[src/rtl/minmax_frame.sv]
// minmax_frame
// Streaming min/max tracker. Samples arrive on a valid/ready stream and are
// grouped into frames of up to FRAME_LEN samples (a frame closes early when
// in_last is set on an accepted sample). For every frame the block reports the
// smallest and largest sample, the 0-based in-frame index of each, and the
// number of samples, through a valid/ready result port.
//
// Ports:
//   clk          rising-edge clock
//   rst_n        synchronous reset, active-low
//   in_valid     sample present
//   in_ready     block can accept a sample
//   in_data      sample value (W bits)
//   in_last      accepted sample is the last of its frame
//   out_valid    frame result present
//   out_ready    downstream accepts result
//   out_min      smallest sample in frame
//   out_max      largest sample in frame
//   out_min_idx  index of out_min (earliest on ties)
//   out_max_idx  index of out_max (earliest on ties)
//   out_count    samples in frame, 1..FRAME_LEN
module minmax_frame #(
  parameter int W         = 8,
  parameter int FRAME_LEN = 16,
  parameter bit SIGNED    = 1'b0,
  localparam int IDXW     = $clog2(FRAME_LEN)
) (
  input  logic            clk,
  input  logic            rst_n,
  input  logic            in_valid,
  output logic            in_ready,
  input  logic [W-1:0]    in_data,
  input  logic            in_last,
  output logic            out_valid,
  input  logic            out_ready,
  output logic [W-1:0]    out_min,
  output logic [W-1:0]    out_max,
  output logic [IDXW-1:0] out_min_idx,
  output logic [IDXW-1:0] out_max_idx,
  output logic [IDXW:0]   out_count
);

  typedef enum logic [1:0] {
    IDLE  = 2'd0,
    ACCUM = 2'd1,
    HOLD  = 2'd2
  } state_t;

  state_t state, state_next;

  // Running accumulators for the frame in progress.
  logic [W-1:0]    acc_min, acc_max;
  logic [IDXW-1:0] acc_min_idx, acc_max_idx;
  logic [IDXW:0]   acc_count;

  // Values the accumulators take if the current sample is accepted.
  logic [W-1:0]    nxt_min, nxt_max;
  logic [IDXW-1:0] nxt_min_idx, nxt_max_idx;
  logic [IDXW:0]   nxt_count;

  logic accept, frame_end, transfer;
  logic lt_min, gt_max;

  assign accept    = in_valid & in_ready;
  assign transfer  = out_valid & out_ready;
  assign frame_end = accept & (in_last | (nxt_count == (IDXW+1)'(FRAME_LEN)));

  // Strict comparisons so an equal sample never displaces the earlier index.
  always_comb begin
    lt_min = 1'b0;
    gt_max = 1'b0;
    if (SIGNED) begin
      lt_min = $signed(in_data) < $signed(acc_min);
      gt_max = $signed(in_data) > $signed(acc_max);
    end else begin
      lt_min = in_data < acc_min;
      gt_max = in_data > acc_max;
    end
  end

  // The first sample of a frame seeds both extremes; later samples are folded
  // in with min and max updated independently. The in-frame index of a sample
  // in ACCUM equals the number of samples already taken.
  always_comb begin
    nxt_min     = acc_min;
    nxt_max     = acc_max;
    nxt_min_idx = acc_min_idx;
    nxt_max_idx = acc_max_idx;
    nxt_count   = acc_count + (IDXW+1)'(1);
    if (state == IDLE) begin
      nxt_min     = in_data;
      nxt_max     = in_data;
      nxt_min_idx = '0;
      nxt_max_idx = '0;
      nxt_count   = (IDXW+1)'(1);
    end else begin
      if (lt_min) begin
        nxt_min     = in_data;
        nxt_min_idx = acc_count[IDXW-1:0];
      end
      if (gt_max) begin
        nxt_max     = in_data;
        nxt_max_idx = acc_count[IDXW-1:0];
      end
    end
  end

  // Next-state and handshake outputs. in_ready also drops while reset is
  // asserted so nothing is taken during the reset cycle.
  always_comb begin
    state_next = state;
    in_ready   = 1'b0;
    out_valid  = 1'b0;
    case (state)
      IDLE, ACCUM: begin
        in_ready = rst_n;
        if (accept) state_next = frame_end ? HOLD : ACCUM;
      end
      HOLD: begin
        out_valid = 1'b1;
        if (transfer) state_next = IDLE;
      end
      default: state_next = IDLE;
    endcase
  end

  // State register.
  always_ff @(posedge clk) begin
    if (!rst_n) state <= IDLE;
    else        state <= state_next;
  end

  // Accumulators advance on every accept; the result registers capture the
  // final folded values on the accept that closes the frame, so they already
  // include the last sample when HOLD is entered and stay put until the next
  // frame closes.
  always_ff @(posedge clk) begin
    if (!rst_n) begin
      acc_min     <= '0;
      acc_max     <= '0;
      acc_min_idx <= '0;
      acc_max_idx <= '0;
      acc_count   <= '0;
      out_min     <= '0;
      out_max     <= '0;
      out_min_idx <= '0;
      out_max_idx <= '0;
      out_count   <= '0;
    end else begin
      if (accept) begin
        acc_min     <= nxt_min;
        acc_max     <= nxt_max;
        acc_min_idx <= nxt_min_idx;
        acc_max_idx <= nxt_max_idx;
        acc_count   <= nxt_count;
      end
      if (frame_end) begin
        out_min     <= nxt_min;
        out_max     <= nxt_max;
        out_min_idx <= nxt_min_idx;
        out_max_idx <= nxt_max_idx;
        out_count   <= nxt_count;
      end
    end
  end

endmodule

[config.mk]
export PLATFORM = sky130hd
export DESIGN_NAME = minmax_frame
export DESIGN_NICKNAME = d
export VERILOG_FILES = /design/src/rtl/minmax_frame.sv
export SDC_FILE = /design/constraint.sdc
export NUM_CORES = 1
export LEC_CHECK = 0
export BUFFER_PORTS_ARGS = -buffer_cell sky130_fd_sc_hd__buf_2
export CORE_ASPECT_RATIO = 1.4
export CORE_UTILIZATION = 61
export CTS_CLUSTER_DIAMETER = 200
export DETAILED_ROUTE_END_ITERATION = 12
export PLACE_DENSITY_LB_ADDON = 0.25
export SYNTH_ARGS = -nofsm -noshare
export SYNTH_HDL_FRONTEND = slang
export SYNTH_SLANG_ARGS = --single-unit
[constraint.sdc]
create_clock -name clk -period 5.2 [get_ports clk]
set_clock_uncertainty 0.05 [all_clocks]
set_input_delay 0.52 -clock clk [delete_from_list [all_inputs] [get_ports clk]]
set_output_delay 0.52 -clock clk [all_outputs]
set_load 0.05 [all_outputs]
### Word level (Yosys, flattened, before mapping)

Index checks and enable logic that the tools add are counted.

* flip-flop bits (word level): 60
* input port bits: 13
* output and inout bits: 31
* logic and storage cells: 41

* add/subtract/negate cells: 1
* magnitude comparators: 2
* eq/ne operators: 5
* mux-type cells: 15
* bitwise gates (word level): 4
* reduce and logical (&&, ||, !) cells: 3

Operators by type and width (count)
* 8-bit two-way mux: 4
* 4-bit two-way mux: 4
* 8-bit > comparator: 1
* 8-bit less-than comparator: 1
* 2-bit two-way mux: 3
* 5-bit by 1-bit adder with 5-bit output, second input constant: 1
* 5-bit == test, second input constant: 1
* 5-bit two-way mux: 1
* 2-bit inequality test, second input constant: 2
* 2-bit case mux with 2 select lines: 1
* 1-bit bitwise AND: 3
* 2-bit by 1-bit == test with 1-bit output, second input constant: 1
* 2-bit == test, second input constant: 1
* 2-bit zero test: 1
* 1-bit two-way mux: 2
* 2-bit AND reduction: 1
* 2-bit OR reduction: 1
* 1-bit OR: 1

### Depth between registers and ports, before layout

Gate-level depths: netlist of run 1.

* word-level depth: 8
* mapped depth: 10
* gate-level depth less buffers: 8

### Worst setup path after synthesis of run 1

Ideal clock, no wire load.

* path type: in2reg
* from: input rst_n
* to: register out_max_idx[1]
* library setup time: 0.116 ns
* arrival: 2.429 ns
* required time: 5.034 ns
* path slack: 2.605 ns
* cell stages on the path: 8
* buffers on the path: 3
* cell sequence: nor2b_1 -> and2_1 -> buf_2 -> nand2_1 -> o21a_1 -> buf_6 -> buf_8 -> a31o_1

* cells in the longest elaborated chain, start to end: 3

Ends and longest elaborated chain
* start, declared: RTL line 29 `input logic rst_n,`
* 1-bit two-way mux: RTL line 114 `case (state)`
* 1-bit bitwise AND: RTL line 64 `assign accept = in_valid & in_ready;`
* 1-bit bitwise AND: RTL line 66 `assign frame_end = accept & (in_last | (nxt_count == (IDXW+1)'(FRAME_LEN)));`
* end signal, assigned: RTL line 161 `out_max_idx <= nxt_max_idx;`
* end, declared: RTL line 39 `output logic [IDXW-1:0] out_max_idx,`

Parallel ways exist; a longest one is shown, timed or not.
A chain may end at the register's enable or synchronous reset.

### Final worst setup path of run 1

* from: register acc_max[1]
* to: register acc_max[0]

* cells in the longest elaborated chain, start to end: 3

Ends and longest elaborated chain
* start, declared: RTL line 52 `logic [W-1:0] acc_min, acc_max;`
* start signal, assigned: RTL line 152 `acc_max <= nxt_max;`
* 8-bit > comparator: RTL line 77 `gt_max = in_data > acc_max;`
* 8-bit two-way mux: RTL line 101 `if (gt_max) begin`
* 8-bit two-way mux: RTL line 90 `if (state == IDLE) begin`

No other way between the ends.

==> reports/metrics.csv, run 1 <==
stage,metric,value,unit
status,outcome,finished clean,
clock_network,worstSkewPairLatency,0.34,ns
clock_network,path_clk_slew,0.06,ns
floorplan,fp-row-count,29,
floorplan,die_w,60.6,um
clock_network,clkSinkCount,60,
global_route,gr-total-overflow,0,
synth,syn_inst,318,
clock_network,cts_root_buf,clkbuf_8,
clock_network,numCtsBuffers,9,
floorplan,die-area,5100,sq um
timing,relSlewSlack,31.1,%
pwr,ir_worst_vdd,206,uV
clock_network,postCtsHoldBufs,0,
critical_path,cp.arrival,3.16,ns
timing,min_period,2.97,ns
critical_path,start_kind,flip-flop,
synth,async_flop_share,0,%
critical_path,r2r_setup_slack,2.23,ns
floorplan,initial_core_util,64.2,%
route,firstDrtPassIters,5,
synth,ys_types,48,
timing,clock.fmax,336,MHz
synth,synth.avg_cell_area,9.23,sq um
floorplan,fp.dieH,84.1,um
cells_and_area,final_util,72.0,%
floorplan,ios,44,
critical_path,crit_required,5.39,ns
timing,rsz0062_at_grt,false,
timing,final.setup.tns,0,ns
placement,place_area,3130,sq um
timing,finalSetupViolCount,0,
critical_path,crit_fanout,10,
route,vias_per_cell,6.01,
synth,synth_flop_cell,dfxtp_1,
clock_network,cts_setup_buffers,0,
clock_network,htreeDepth,3,
placement,place_congestion,0.854,
cells_and_area,multiInputGateArea,1560,sq um
timing,hold_viol_final,0,
cells_and_area,layout-drive-gt1-share,20.9,%
run,drv_cap,0,
cells_and_area,fillers,377,
pwr,power_density,317,nW/um^2
cells_and_area,final_cell_mix,"60 x dfxtp_1, 43 x buf_2, 30 x o21ai_0",
critical_path,cp_slowest_cell,a311oi_2,
route,finalWirelength,6450,um
synth,syn_area,2940,sq um
floorplan,core,4570,sq um
critical_path,end_kind,flip-flop,
timing,setup_ws,2.23,ns
global_route,grt_max_degree,45,
critical_path,path_cells,"inv_1, ha_1, nor2b_1, o211ai_1, nand2_1, a311oi_2, nor2_1, a22o_1",
critical_path,worst-path-buf-inv,1,
placement,dp_cells,404,
clock_network,cts_tree,built,
placement,dp_hpwl,4480,um
synth,syn-num-nets,347,
global_route,track_usage,27.9,%
critical_path,worstSetupPathType,flip-flop to flip-flop,
route,num_vias,2526,
route,drt_iter0_markers,111,
worst_hold_path,min_path_type,flip-flop to flip-flop,
synth,synth-edff-count,0,
route,drc_errors,0,
placement,port_buffers,43,
cells_and_area,final_area,3290,sq um
timing,period_share,57.2,%
timing,maxSlewViolCount,0,
global_route,antenna_found_initial,0,
timing,tightest_slew,1.03,ns
synth,ys_warn_count,0,
pwr,power,1.04,mW
global_route,grt_pass1_wl,10700,um
pwr,leakage,1.39,nW
cells_and_area,layout.nets,382,
cells_and_area,ff_latch_area,1200,sq um
cells_and_area,final_cells,420,
route,antenna_left,0,
cells_and_area,n_antenna_cell,0,
placement,dp_slack,1.94,ns
timing,fin_hold_ws,0.421,ns
cells_and_area,syn2layout_area_growth,12.1,%
synth,seq_area_frac_synth,40.9,%
critical_path,cpPeakStageDelay,0.93,ns
synth,synth-seq-cells,60,
route,wl_per_cell,15.4,um
clock_network,cts_buffer_depth,2,
clock_network,cts.repair.resized,0,
cells_and_area,layout_commonest_cell,dfxtp_1,
global_route,grt_pass1_vias,2375,
critical_path,cpLargestDelayFamily,compound AO/OA/AOI/OAI gates,
-- state kept, by name, summed over array words and instances (netlist names), 5 cells and up --
signal     flops
out_count      5
out_min        8
acc_max        8
acc_count      5
out_max        8
acc_min        8
-- per-layer routing --
metal / global-route usage [%] / wire [um] / vias up
met5: 0 / 0 / -
met4: 13.4 / 126 / 0
met2: 44.8 / 3150 / 99
met1: 33.5 / 2840 / 1161
met3: 7.44 / 326 / 11
li1: - / - / 1255
-- layout make-up --
cell class	instances	area share, %
tap	62	2.36
clock buffer	14	4.64
inverter	15	1.71
multi-input combinational	221	47.3
clock inverter	2	0.304
sequential	60	36.5
timing repair buffer	46	7.22
-- cells by family after synthesis --
kind of cell / count (synthesis) / synth area share, %
multiplexers: 13 / 4.43
adder cells (fa/ha/maj): 16 / 6.82
AND/OR/NAND/NOR: 72 / 12.8
AO/OA/AOI/OAI: 118 / 28.2
buffers and inverters: 37 / 6.27
XOR/XNOR: 2 / 0.597
flip-flops: 60 / 40.9
-- cells in the mapped netlist (6+ instances only) --
library cell   n  area (sq um)
buf_2          9          45.0
clkbuf_1       8          30.0
ha_1          16           200
mux2i_1       13           130
a21oi_1       25           125
nand3_1       23           115
o21ai_0       30           150
nand2_1       18          67.6
nor2_1         7          26.3
inv_1         15          56.3
nor2b_1        6          37.5
a22o_1        16           140
dfxtp_1       60          1200
-- worst min-delay path, cell delays in order, from the launching register on --
cell and delay, ns:
dfxtp_1 0.31, nand3_1 0.06, o31ai_1 0.05
-- where the power goes --
part | total, mW | internal [mW] | switching [mW]
sequential | 0.496 | 0.481 | 0.0155
combinational | 0.191 | 0.0640 | 0.127
clock | 0.357 | 0.185 | 0.172
-- path summary, 6_finish.rpt --
check,cells past startpoint,start,endpoint
setup / recovery,8,acc_max[1]$_SDFFE_PN0P_,acc_max[0]$_SDFFE_PN0P_
hold / removal,2,acc_min_idx[1]$_SDFFE_PN0P_,acc_min_idx[1]$_SDFFE_PN0P_
setup reg to reg,8,acc_max[1]$_SDFFE_PN0P_,acc_max[0]$_SDFFE_PN0P_
hold reg to reg,2,acc_min_idx[1]$_SDFFE_PN0P_,acc_min_idx[1]$_SDFFE_PN0P_
Power figures use the tool's default switching activity.
==> run 2: changes to the inputs <==
--- a/config.mk
+++ b/config.mk
@@ -7,7 +7,7 @@
 export LEC_CHECK = 0
 export BUFFER_PORTS_ARGS = -buffer_cell sky130_fd_sc_hd__buf_2
 export CORE_ASPECT_RATIO = 1.4
-export CORE_UTILIZATION = 61
+export CORE_UTILIZATION = 51
 export CTS_CLUSTER_DIAMETER = 200
 export DETAILED_ROUTE_END_ITERATION = 12
 export PLACE_DENSITY_LB_ADDON = 0.25
==> constraint.sdc (replaced) <==
create_clock -name clk -period 2.6 [get_ports clk]
set_clock_uncertainty 0.05 [all_clocks]
set_input_delay 0.26 -clock clk [delete_from_list [all_inputs] [get_ports clk]]
set_output_delay 0.26 -clock clk [all_outputs]
set_load 0.05 [all_outputs]
==> reports/metrics.csv, run 2 (synthesis results as in run 1) <==
stage,metric,value,unit
route,antenna_left,0,
route,wl_per_cell,16.6,um
pwr,power_density,660,nW/um^2
timing,tightest_slew,0.552,ns
floorplan,die_w,66.1,um
global_route,antenna_found_initial,0,
clock_network,cts_tree,built,
critical_path,start_kind,flip-flop,
clock_network,cts_setup_buffers,0,
timing,hold_viol_final,0,
floorplan,fp-row-count,32,
floorplan,fp.dieH,91.8,um
critical_path,crit_required,2.82,ns
global_route,track_usage,25.3,%
critical_path,cp.arrival,2.60,ns
cells_and_area,layout_commonest_cell,dfxtp_1,
placement,place_area,3180,sq um
global_route,grt_pass1_wl,11500,um
clock_network,clkSinkCount,60,
clock_network,worstSkewPairLatency,0.34,ns
pwr,leakage,1.42,nW
worst_hold_path,min_path_type,input port to flip-flop,
clock_network,cts_root_buf,clkbuf_8,
cells_and_area,layout-drive-gt1-share,22.5,%
route,finalWirelength,7110,um
clock_network,path_clk_slew,0.07,ns
global_route,gr-total-overflow,0,
route,firstDrtPassIters,4,
timing,period_share,91.5,%
placement,port_buffers,43,
timing,rsz0062_at_grt,false,
route,drt_iter0_markers,155,
route,num_vias,2559,
clock_network,numCtsBuffers,9,
cells_and_area,final_util,61.0,%
placement,dp_hpwl,5050,um
route,drc_errors,0,
clock_network,htreeDepth,3,
timing,maxSlewViolCount,0,
floorplan,core,5530,sq um
floorplan,initial_core_util,53.1,%
global_route,grt_max_degree,44,
critical_path,worstSetupPathType,flip-flop to flip-flop,
floorplan,die-area,6070,sq um
floorplan,ios,44,
global_route,grt_pass1_vias,2454,
cells_and_area,fillers,470,
cells_and_area,layout.nets,386,
cells_and_area,syn2layout_area_growth,14.8,%
timing,final.setup.tns,0,ns
placement,place_congestion,0.930,
timing,relSlewSlack,63.0,%
timing,min_period,2.38,ns
cells_and_area,final_area,3370,sq um
cells_and_area,final_cells,428,
run,drv_cap,0,
critical_path,crit_fanout,35,
cells_and_area,final_cell_mix,"60 x dfxtp_1, 43 x buf_2, 30 x o21ai_0",
placement,dp_cells,414,
route,vias_per_cell,5.98,
timing,clock.fmax,420,MHz
clock_network,cts_buffer_depth,2,
pwr,ir_worst_vdd,386,uV
critical_path,end_kind,flip-flop,
timing,finalSetupViolCount,0,
cells_and_area,n_antenna_cell,0,
status,outcome,finished clean,
run 2: cell types whose count changed in the layout (fill, tap and decap cells not counted):
cell and delta:
o21a_2 +1, buf_4 +3, buf_12 +1, clkinv_2 -1, o21a_1 -1, clkbuf_8 +1, clkbuf_1 -3, bufinv_16 +1
run 2: layer usage:
layer / vias to the layer above / global-route usage, % / routed length, um
met5: - / 0 / 0
met4: 0 / 16.5 / 318
met3: 19 / 6.84 / 253
met2: 65 / 42.5 / 3610
met1: 1217 / 27.1 / 2930
li1: 1258 / - / -
run 2: per-stage QoR:
step | power, mW | setup WS, ns | hold WS (ns)
after global placement | 1.40 | 0.125 | 0.402
after floorplan | 1.30 | 0.208 | 0.343
after CTS | 2.24 | 0.0732 | 0.162
final | 2.22 | 0.221 | 0.172
after detailed placement | 1.41 | 0.105 | 0.407
after global routing | 2.32 | 0.0441 | 0.173
run 2: worst max-delay path: stages (launching register included):
cell and delay [ns]:
dfxtp_1 0.55, ha_1 0.29, xor2_1 0.12, or4_4 0.52, o21ai_2 0.30, buf_12 0.22
o21ai_0 0.10, a21oi_1 0.15
run 2: worst paths after layout:
path / from / end / slack (ns) / cells past startpoint
worst max-delay path: acc_count[0]$_SDFFE_PN0P_ / out_max[1]$_SDFFE_PN0P_ / 0.22 / 7
worst max register to register: acc_count[0]$_SDFFE_PN0P_ / out_max[1]$_SDFFE_PN0P_ / 0.22 / 7
worst min register to register: acc_min_idx[2]$_SDFFE_PN0P_ / acc_min_idx[2]$_SDFFE_PN0P_ / 0.42 / 2
worst min-delay path: in_valid / state[0]$_SDFFE_PN0P_ / 0.17 / 3
run 2: timing repair:
item | CTS | global route
setup endpoints to repair | 0 | 4
hold buffers | 0 | 0
gates resized for setup | 0 | 1
run 2: report_power, final:
part	switching (mW)	total [mW]	internal [mW]
sequential	0.0315	0.993	0.962
clock	0.350	0.833	0.483
combinational	0.263	0.398	0.134
run 2: final cells by class:
| type | instances | area [sq um] | share of cell area (%) |
|---|---|---|---|
| Clock inverter | 2 | 35.0 | 1.04 |
| Multi-Input combinational cell | 221 | 1560 | 46.2 |
| Sequential cell | 60 | 1200 | 35.6 |
| Tap cell | 68 | 85.1 | 2.52 |
| Timing Repair Buffer | 50 | 280 | 8.31 |
| Clock buffer | 12 | 155 | 4.60 |
| Inverter | 15 | 56.3 | 1.67 |
